<file path="src/rtl/irq_priority_arbiter.sv">
// -----------------------------------------------------------------------------
// irq_priority_arbiter
//
// Purpose:
//   Sits between the APB interrupt controller and the CPU interrupt port.
//   Picks the highest-priority eligible pending source, a lower prio value
//   meaning a higher priority and ties going to the lower index. It presents
//   that source to the CPU with a req/ack handshake, pulses the source's clear
//   line when the CPU claims it, and tracks in-service interrupts until the
//   CPU signals end-of-interrupt (EOI).
//
// Configuration:
//   `define IRQ_ARB_NESTING_EN to allow preemption. A strictly higher-priority
//   eligible source may interrupt the one in service, up to NEST_DEPTH
//   stacked entries. EOIs must then complete the entries in LIFO order.
//   When the macro is undefined, the in-service stack holds exactly one entry.
//
// Ports:
//   pclk_i       clock, rising edge
//   rst_i        asynchronous active-high reset
//   enable_i     low freezes every register, so the outputs hold
//   pending_i    masked pending vector, one bit per source
//   prio_i       per-source priority, source i at [i*PRIO_W +: PRIO_W]
//   threshold_i  a source is eligible only if its prio <= threshold_i
//   irq_req_o    interrupt request to the CPU
//   irq_id_o     id of the requested source, or of the in-service source
//   irq_prio_o   priority that goes with irq_id_o
//   irq_ack_i    CPU claim, sampled only while irq_req_o is high
//   eoi_i        end-of-interrupt strobe
//   eoi_id_i     id being completed
//   clear_o      one-cycle one-hot clear back to the controller
//   active_o     at least one interrupt is in service
//   eoi_err_o    one-cycle pulse on an illegal or mismatched EOI
// -----------------------------------------------------------------------------
module irq_priority_arbiter #(
    parameter int NUM_IRQ    = 4,
    parameter int PRIO_W     = 3,
    parameter int ID_W       = 2,
    parameter int NEST_DEPTH = 2
) (
    input  logic                      pclk_i,
    input  logic                      rst_i,
    input  logic                      enable_i,
    input  logic [NUM_IRQ-1:0]        pending_i,
    input  logic [NUM_IRQ*PRIO_W-1:0] prio_i,
    input  logic [PRIO_W-1:0]         threshold_i,
    output logic                      irq_req_o,
    output logic [ID_W-1:0]           irq_id_o,
    output logic [PRIO_W-1:0]         irq_prio_o,
    input  logic                      irq_ack_i,
    input  logic                      eoi_i,
    input  logic [ID_W-1:0]           eoi_id_i,
    output logic [NUM_IRQ-1:0]        clear_o,
    output logic                      active_o,
    output logic                      eoi_err_o
);

`ifdef IRQ_ARB_NESTING_EN
    localparam int STK_D = NEST_DEPTH;
`else
    // Without nesting the stack holds one entry. NEST_DEPTH is kept in the
    // expression so that the parameter is still referenced in this build.
    localparam int STK_D = 1 + 0 * NEST_DEPTH;
`endif
    localparam int DW = $clog2(STK_D + 1);

    typedef enum logic [1:0] {
        S_IDLE,
        S_ARB,
        S_REQ,
        S_SERVICE
    } state_t;

    state_t              state_reg, state_next;

    logic [DW-1:0]       depth_reg, depth_next;
    logic [ID_W-1:0]     stk_id_reg   [STK_D];
    logic [PRIO_W-1:0]   stk_prio_reg [STK_D];

    logic [ID_W-1:0]     req_id_reg;
    logic [PRIO_W-1:0]   req_prio_reg;
    logic [NUM_IRQ-1:0]  clear_reg, clear_next;
    logic                eoi_err_reg, eoi_err_next;

    logic                push, pop, latch;
    logic                in_service;
    logic [ID_W-1:0]     top_id;
    logic [PRIO_W-1:0]   top_prio;

    logic [PRIO_W-1:0]   prio_arr [NUM_IRQ];
    logic [NUM_IRQ-1:0]  eligible;
    logic                any_elig;
    logic [ID_W-1:0]     win_id;
    logic [PRIO_W-1:0]   win_prio;

    assign in_service = (depth_reg != '0);

    // The top of the stack is the entry just below depth_reg. An empty stack
    // reads as zero, so the id and prio outputs come out of reset as zero.
    always_comb begin
        top_id   = '0;
        top_prio = '0;
        for (int i = 0; i < STK_D; i++) begin
            if (depth_reg == DW'(i + 1)) begin
                top_id   = stk_id_reg[i];
                top_prio = stk_prio_reg[i];
            end
        end
    end

    // Per-source eligibility. While a source is in service, only a strictly
    // higher priority than the top entry can compete.
    generate
        for (genvar gi = 0; gi < NUM_IRQ; gi++) begin : g_src
            assign prio_arr[gi] = prio_i[gi*PRIO_W +: PRIO_W];
            assign eligible[gi] = pending_i[gi]
                               && (prio_arr[gi] <= threshold_i)
                               && (!in_service || (prio_arr[gi] < top_prio));
        end
    endgenerate

    // The scan runs from index 0 upwards and replaces the winner only on a
    // strictly lower prio, so on a tie the lower index keeps the win.
    always_comb begin
        any_elig = 1'b0;
        win_id   = '0;
        win_prio = '1;
        for (int i = 0; i < NUM_IRQ; i++) begin
            if (eligible[i] && (!any_elig || (prio_arr[i] < win_prio))) begin
                any_elig = 1'b1;
                win_id   = ID_W'(i);
                win_prio = prio_arr[i];
            end
        end
    end

    always_comb begin
        state_next   = state_reg;
        depth_next   = depth_reg;
        push         = 1'b0;
        pop          = 1'b0;
        latch        = 1'b0;
        clear_next   = '0;
        eoi_err_next = 1'b0;

        case (state_reg)
            S_IDLE: begin
                eoi_err_next = eoi_i;
                if (any_elig) begin
                    state_next = S_ARB;
                end
            end

            S_ARB: begin
                eoi_err_next = eoi_i;
                if (any_elig) begin
                    latch      = 1'b1;
                    state_next = S_REQ;
                end else begin
                    state_next = in_service ? S_SERVICE : S_IDLE;
                end
            end

            S_REQ: begin
                eoi_err_next = eoi_i;
                // If the ack and a pending drop arrive in the same cycle,
                // the ack is taken.
                if (irq_ack_i && (depth_reg < DW'(STK_D))) begin
                    push       = 1'b1;
                    clear_next = NUM_IRQ'(1) << req_id_reg;
                    state_next = S_SERVICE;
                end else if (!pending_i[req_id_reg]) begin
                    state_next = in_service ? S_SERVICE : S_IDLE;
                end
            end

            S_SERVICE: begin
                if (eoi_i) begin
                    if (eoi_id_i == top_id) begin
                        pop        = 1'b1;
                        state_next = (depth_reg == DW'(1)) ? S_IDLE : S_SERVICE;
                    end else begin
                        eoi_err_next = 1'b1;
                    end
                end
`ifdef IRQ_ARB_NESTING_EN
                // Preemption is only considered in a cycle without an EOI,
                // and only while the stack has room.
                else if (any_elig && (depth_reg < DW'(STK_D))) begin
                    state_next = S_ARB;
                end
`endif
            end

            default: begin
                state_next = S_IDLE;
            end
        endcase

        if (push) begin
            depth_next = depth_reg + DW'(1);
        end else if (pop) begin
            depth_next = depth_reg - DW'(1);
        end
    end

    always_ff @(posedge pclk_i or posedge rst_i) begin
        if (rst_i) begin
            state_reg    <= S_IDLE;
            depth_reg    <= '0;
            req_id_reg   <= '0;
            req_prio_reg <= '0;
            clear_reg    <= '0;
            eoi_err_reg  <= 1'b0;
            for (int i = 0; i < STK_D; i++) begin
                stk_id_reg[i]   <= '0;
                stk_prio_reg[i] <= '0;
            end
        end else if (enable_i) begin
            state_reg   <= state_next;
            depth_reg   <= depth_next;
            clear_reg   <= clear_next;
            eoi_err_reg <= eoi_err_next;
            if (latch) begin
                req_id_reg   <= win_id;
                req_prio_reg <= win_prio;
            end
            for (int i = 0; i < STK_D; i++) begin
                if (push && (depth_reg == DW'(i))) begin
                    stk_id_reg[i]   <= req_id_reg;
                    stk_prio_reg[i] <= req_prio_reg;
                end
            end
        end
    end

    assign irq_req_o  = (state_reg == S_REQ);
    assign irq_id_o   = (state_reg == S_REQ) ? req_id_reg   : top_id;
    assign irq_prio_o = (state_reg == S_REQ) ? req_prio_reg : top_prio;
    assign clear_o    = clear_reg;
    assign active_o   = in_service;
    assign eoi_err_o  = eoi_err_reg;

endmodule
</file>
<file path="config.mk">
export PLATFORM = sky130hd
export DESIGN_NAME = irq_priority_arbiter
export DESIGN_NICKNAME = d
export VERILOG_FILES = /design/src/rtl/irq_priority_arbiter.sv
export SDC_FILE = /design/constraint.sdc
export NUM_CORES = 1
export LEC_CHECK = 0
export ABC_CLOCK_PERIOD_IN_PS = 4500
export BUFFER_PORTS_ARGS = -buffer_cell sky130_fd_sc_hd__buf_4
export CAP_MARGIN = 20
export CORE_ASPECT_RATIO = 0.5
export CORE_MARGIN = 4
export CORE_UTILIZATION = 45
export DETAILED_ROUTE_END_ITERATION = 10
export PLACE_DENSITY = 0.68
export SYNTH_ARGS = -nofsm -noshare
export SYNTH_HDL_FRONTEND = slang
export SYNTH_SLANG_ARGS = --single-unit
</file>
<file path="constraint.sdc">
create_clock -name pclk_i -period 4.5 [get_ports pclk_i]
set_input_delay 0.45 -clock pclk_i [delete_from_list [all_inputs] [get_ports pclk_i]]
set_output_delay 0.45 -clock pclk_i [all_outputs]
set_load 0.01 [all_outputs]
</file>
---- Word level (Yosys, flattened, before mapping) ----
Cells that the tools add are included.
operators by class
  add/subtract/negate cells ............... 2
  $mul .................................... 0
  div/mod/pow operators ................... 0
  $lt $le $gt $ge ......................... 13
  eq/ne operators ......................... 8
  shifts and indexed selects .............. 1
  muxes and demuxes ....................... 40
  bitwise gates (word level) .............. 1
  reduce and logical (&&, ||, !) cells .... 31
operator list
  operator                                              count
  2-to-1 mux 2 bit                                      12
  < comparator 3 bit                                    7
  2-to-1 mux 3 bit                                      6
  2-to-1 mux 1 bit                                      17
  logical AND 1 bit                                     13
  <= comparator 3 bit                                   4
  2-to-1 mux 4 bit                                      2
  case mux 2 bit (4 select lines)                       1
  logical OR 1 bit                                      7
  != test 2 bit (second input constant)                 3
  AND reduction 2 bit                                   3
  AND reduction 5 bit                                   1
  equality test 2 bit (second input constant)           2
  logical NOT 1 bit                                     4
  left shift 1 x 2 -> 4 bit (first input constant)      1
  < comparator 2 x 3 -> 1 bit (second input constant)   1
  != test 3 bit (second input constant)                 1
  OR reduction 3 bit                                    1
  binary-select mux 1 bit (select 2 bit)                1
  equality test 2 x 1 -> 1 bit (second input constant)  1
  equality test 2 bit                                   1
  logical NOT 2 bit                                     1
  case mux 1 bit (2 select lines)                       1
  nonzero test 2 bit                                    1
  other kinds (4)                                       4
word-level totals
  flip-flop bits (word level) ............. 18
  latch bits .............................. 0
  memory bits (writable) .................. 0
  memory bits (read-only) ................. 0
  input bits .............................. 26
  output and inout port bits .............. 12
  memories kept ........................... 0

---- Longest topological paths before layout ----
  depth after elaboration ................. 20
  mapped depth ............................ 25

---- Worst setup path after synthesis ----
Ideal clock, no wire load.
  path kind ............................... register to register
  start ................................... reg depth_reg, in the netlist active_o
  end ..................................... reg req_prio_reg[1]
  arrival time ............................ 4.887 ns
  data required time ...................... 4.361 ns
  path slack .............................. -0.526 ns
  cell stages (with the launch flop) ...... 23
  buffers on the path ..................... 1
  cells stage by stage .................... dfrtp_1 -> clkbuf_1 -> nand2_1 -> ha_1 -> a211oi_2 -> o221ai_2 -> nor2_1 -> ha_1 -> a21oi_1 -> nor2b_1 -> o21ai_0 -> o22ai_1 -> ha_1 -> a21o_1 -> nor2_1 -> nor4b_1 -> or2_2 -> a21oi_1 -> ha_1 -> nand2_1 -> a311o_1 -> a221oi_1 -> o22ai_1
between the ends
  longest elaborated chain between the ends .. 20
  elaborated cells between the ends (all ways) .. 37
  those cells by class .................... order compare: 7; mux: 11; reduce/logical: 19
RTL lines
  what                                                            line  text
  from (decl)                                                     76    logic [DW-1:0] depth_reg, depth_next;
  from (signal assigned)                                          221   depth_reg <= depth_next;
  2-to-1 mux 3 bit                                                104   if (depth_reg == DW'(i + 1)) begin
  < comparator 3 bit                                              118   && (!in_service || (prio_arr[gi] < top_prio));
  logical OR 1 bit                                                118
  logical AND 1 bit                                               118
  2-to-1 mux 3 bit / 2-to-1 mux 1 bit (equally long branches)     129   if (eligible[i] && (!any_elig || (prio_arr[i] < win_prio))) begin
  < comparator 3 bit / logical NOT 1 bit (equally long branches)  129
  logical OR 1 bit                                                129
  logical AND 1 bit                                               129
  [4 not listed]                                                  --
  2-to-1 mux 3 bit / 2-to-1 mux 1 bit (equally long branches)     129
  < comparator 3 bit / logical NOT 1 bit (equally long branches)  129
  logical OR 1 bit                                                129
  logical AND 1 bit                                               129
  2-to-1 mux 1 bit                                                129
  2-to-1 mux 1 bit                                                156   if (any_elig) begin
  2-to-1 mux 1 bit                                                146   case (state_reg)
  AND reduction 2 bit (no line)                                   --
  to (signal assigned)                                            226   req_prio_reg <= win_prio;
  to (decl)                                                       81    logic [PRIO_W-1:0] req_prio_reg;
Several ways; a longest one is shown, not always the timed one.
A chain may end at the register's enable or synchronous reset.

---- Final worst setup path ----
  start ................................... reg depth_reg, in the netlist active_o
  end ..................................... reg req_prio_reg[2]
The elaborated chain is that of the path after synthesis.

==> impl_metrics.ini <==
[status]
status = finished with violations
violations = negative setup slack

[finish]
diodes = 0
drive_gt1_share_pct = 34.15
stdcell_count = 338
finish.utilization_pct = 69.98
largest_reg_flops = 4
nets = 340
syn_to_final_growth_pct = 42.18

[logic_synthesis]
synthDistinctLibCells = 42
synth_area_per_cell_um2 = 7.889
synth_fp_nets = 278
netlist_instances = 226
synth-edff-count = 0
ys_ff_latch = 18
synth_ff_type = dfrtp_1
async_flop_share_pct = 100.0
syn_area_mm2 = 0.001783
ys_warn_count = 0
yosysSeqAreaShare_pct = 25.26

[drt]
drt-pass1-iter-count = 4
drc_errors = 0
drt_iter0_markers = 58
wl_per_cell_um = 14.90
vias = 1869
drt-total-wl_um = 5036
ant_nets = 0
vias_per_cell = 5.530

[placed_design]
io_buffers = 37
globalplace.congestion = 0.8947
dp_hpwl_um = 4155
dp_cells = 327

[grt]
track_usage_pct = 20.25
grt_overflow = 0
grt_use_met2_pct = 34.93
grt_pass1_wl_um = 8369
grt_start_max_net_pins = 19
grtUsageMet1_pct = 28.11
grt_pass1_vias = 1765
antenna_found_initial = 0
top_usage_layer = met2
grtUsageMet3_pct = 2.258

[timing]
setup_viol = 1
final.period_utilization_pct = 100.2
setup_slack_ns = -0.008749
finalMaxSlewViolations = 0
clock.fmax_mhz = 221.8
hold_violations = 0
relSlewSlack_pct = 49.16
setup_tns_ns = -0.008749
fin_worst_skew_ns = 0.004563
fin_crit_ns = 4.509
tightest_slew_ns = 0.7598
rsz0062_at_grt = true

[power]
p_leak_uw = 0.001206
peakVddDrop_mv = 0.2005
p_per_area_mw_per_mm2 = 486.5
finalPower_uw = 1233

[clock_tree]
htreeDepth = 1
cts_sinks = 18
cts_buffers = 3
path_clk_slew_ns = 0.07
cts_root_buffer = clkbuf_8
cts_buffer_depth = 2
hold_buffers = 0
insertion_delay_ns = 0.25
cts_tree = done

[setup_path]
cpMaxStageDelayCell = dfrtp_2
cp-start-kind = flip-flop
cp_data_arrival_time_ns = 4.63
r2r_start = active_o$_DFFE_PP0P_
path_class = flip-flop to flip-flop
cpPeakStageDelay_ns = 0.46
critPathRequiredTime_ns = 4.62
rrSetupSlack_ns = -0.009
crit_path_cell_trace = nand2_4 > ha_4 > a211oi_4 > o221ai_4 > nor2_1 > ha_1 > a21oi_2 > nor2b_4 > o21ai_4 > o22ai_2 > ha_1 > a21o_1 > a21oi_1 > a21oi_2 > nor2_4 > or2_4 > a21oi_2 > ha_1 > nand2_2 > a311o_1 > a221oi_2 > o22ai_1
reg2reg_to = req_prio_reg[2]$_DFFE_PP0P_
critical_path.max_fanout = 4
critPathCaptureType = flip-flop
reg2reg_depth = 22

[worst_hold_path]
min_path_type = input port to asynchronous set/reset pin

[die]
die_area_mm2 = 0.005095
io_pins = 38
core_mm2 = 0.003622
row_count = 15
die_h_um = 52.51
initial_core_util_pct = 49.22
fp.dieW_um = 97.02

[job]
maxCapViolations = 0
==> through the flow <==
step | instance area [um2] | setup WS [ns] | hold slack, ns
finish | 2535 | -0.008749 | 0.3080
global placement | 2379 | -0.1022 | 0.4869
detailed placement | 2379 | -0.2765 | 0.5111
CTS | 2461 | 0.01877 | 0.3341
floorplan | 1923 | -0.01686 | 0.3885
global route | 2535 | -0.2175 | 0.3810
==> cells by family after synthesis <==
family                   count (synthesis)  synth area share [%]
multiplexers                             1                 1.263
AND/OR/NAND/NOR                         78                 21.19
flip-flops                              18                 25.26
AO/OA/AOI/OAI                           76                 28.07
adder cells (fa/ha/maj)                 26                 18.25
XOR/XNOR                                 1                0.4913
buffers and inverters                   26                 5.474
==> area by class of cell <==
| class | count | area (um2) |
|---|---|---|
| multi-input cells | 182 | 1413 |
| fillers | 299 | 1087 |
| repair buffers | 64 | 480.5 |
| flip-flops and latches | 18 | 451.7 |
| inverters | 19 | 71.32 |
| well taps | 51 | 63.81 |
| clock buffers | 4 | 55.05 |
==> where the power goes <==
group          internal [uW]  switching [uW]
Combinational            383             412
Sequential               223            84.1
Clock                   77.6            54.0
==> worst max-delay path by stage <==
stage	start	end	slack (ns)	depth (start not counted)
finish	active_o$_DFFE_PP0P_	req_prio_reg[2]$_DFFE_PP0P_	-0.009	22
floorplan	active_o$_DFFE_PP0P_	req_prio_reg[1]$_DFFE_PP0P_	-0.02	22
detailed placement	prio_i[1]	req_prio_reg[2]$_DFFE_PP0P_	-0.28	23
CTS	active_o$_DFFE_PP0P_	req_prio_reg[2]$_DFFE_PP0P_	0.02	22
global placement	prio_i[1]	req_prio_reg[2]$_DFFE_PP0P_	-0.10	22
global route	active_o$_DFFE_PP0P_	req_prio_reg[2]$_DFFE_PP0P_	-0.22	23
==> placed cells by master (no fill, tap or decap), types with 5 or more instances in the layout <==
| master | count |
|---|---|
| dfrtp_1 | 17 |
| nor2b_1 | 6 |
| ha_1 | 24 |
| nand3_1 | 9 |
| nor2_1 | 17 |
| inv_1 | 19 |
| buf_4 | 64 |
| o22ai_1 | 6 |
| a31oi_1 | 5 |
| o21ai_0 | 18 |
| a21oi_2 | 6 |
| nand2_1 | 22 |
| a21oi_1 | 7 |
==> critical path: cells and delay by family (launching register included) <==
family / cells / cell delay [ns]
AO/OA/AOI/OAI: 12 / 2.09
adder cells (fa/ha/maj): 4 / 1.05
AND/OR/NAND/NOR: 6 / 0.79
flip-flops: 1 / 0.46
==> layer usage <==
layer  routed length (um)  share of wire (%)
met1                 2478                 49
met2                 2329                 46
met3                  186                3.7
met4                   42               0.83
met5                    0                  0
==> synthesized netlist by cell type, types with 2 or more instances <==
library cell	instances	share of area, %
ha_1	26	18
nand2_1	25	5.3
o21ai_0	22	6.2
inv_1	19	4.0
dfrtp_1	18	25
nor2_1	18	3.8
a21oi_1	13	3.6
nand3_1	9	2.5
o22ai_1	8	2.8
clkbuf_1	7	1.5
nor2b_1	7	2.5
a31oi_1	5	1.8
nor3_1	4	1.1
a211oi_1	3	1.3
a21o_1	3	1.3
and3_1	3	1.1
nand2b_1	3	1.1
o31ai_1	3	1.3
a221oi_1	2	0.98
a311oi_1	2	0.98
nor3b_1	2	0.84
o211a_1	2	1.1
o21a_1	2	0.84
o32ai_1	2	0.98
==> what timing repair did <==
item	in CTS	in global routing
gates resized for setup	1	10
gates cloned	0	0
pin swaps	3	16
setup endpoints to repair	3	5
setup buffers	3	4
No activity file was read; power rests on OpenSTA's default activity.
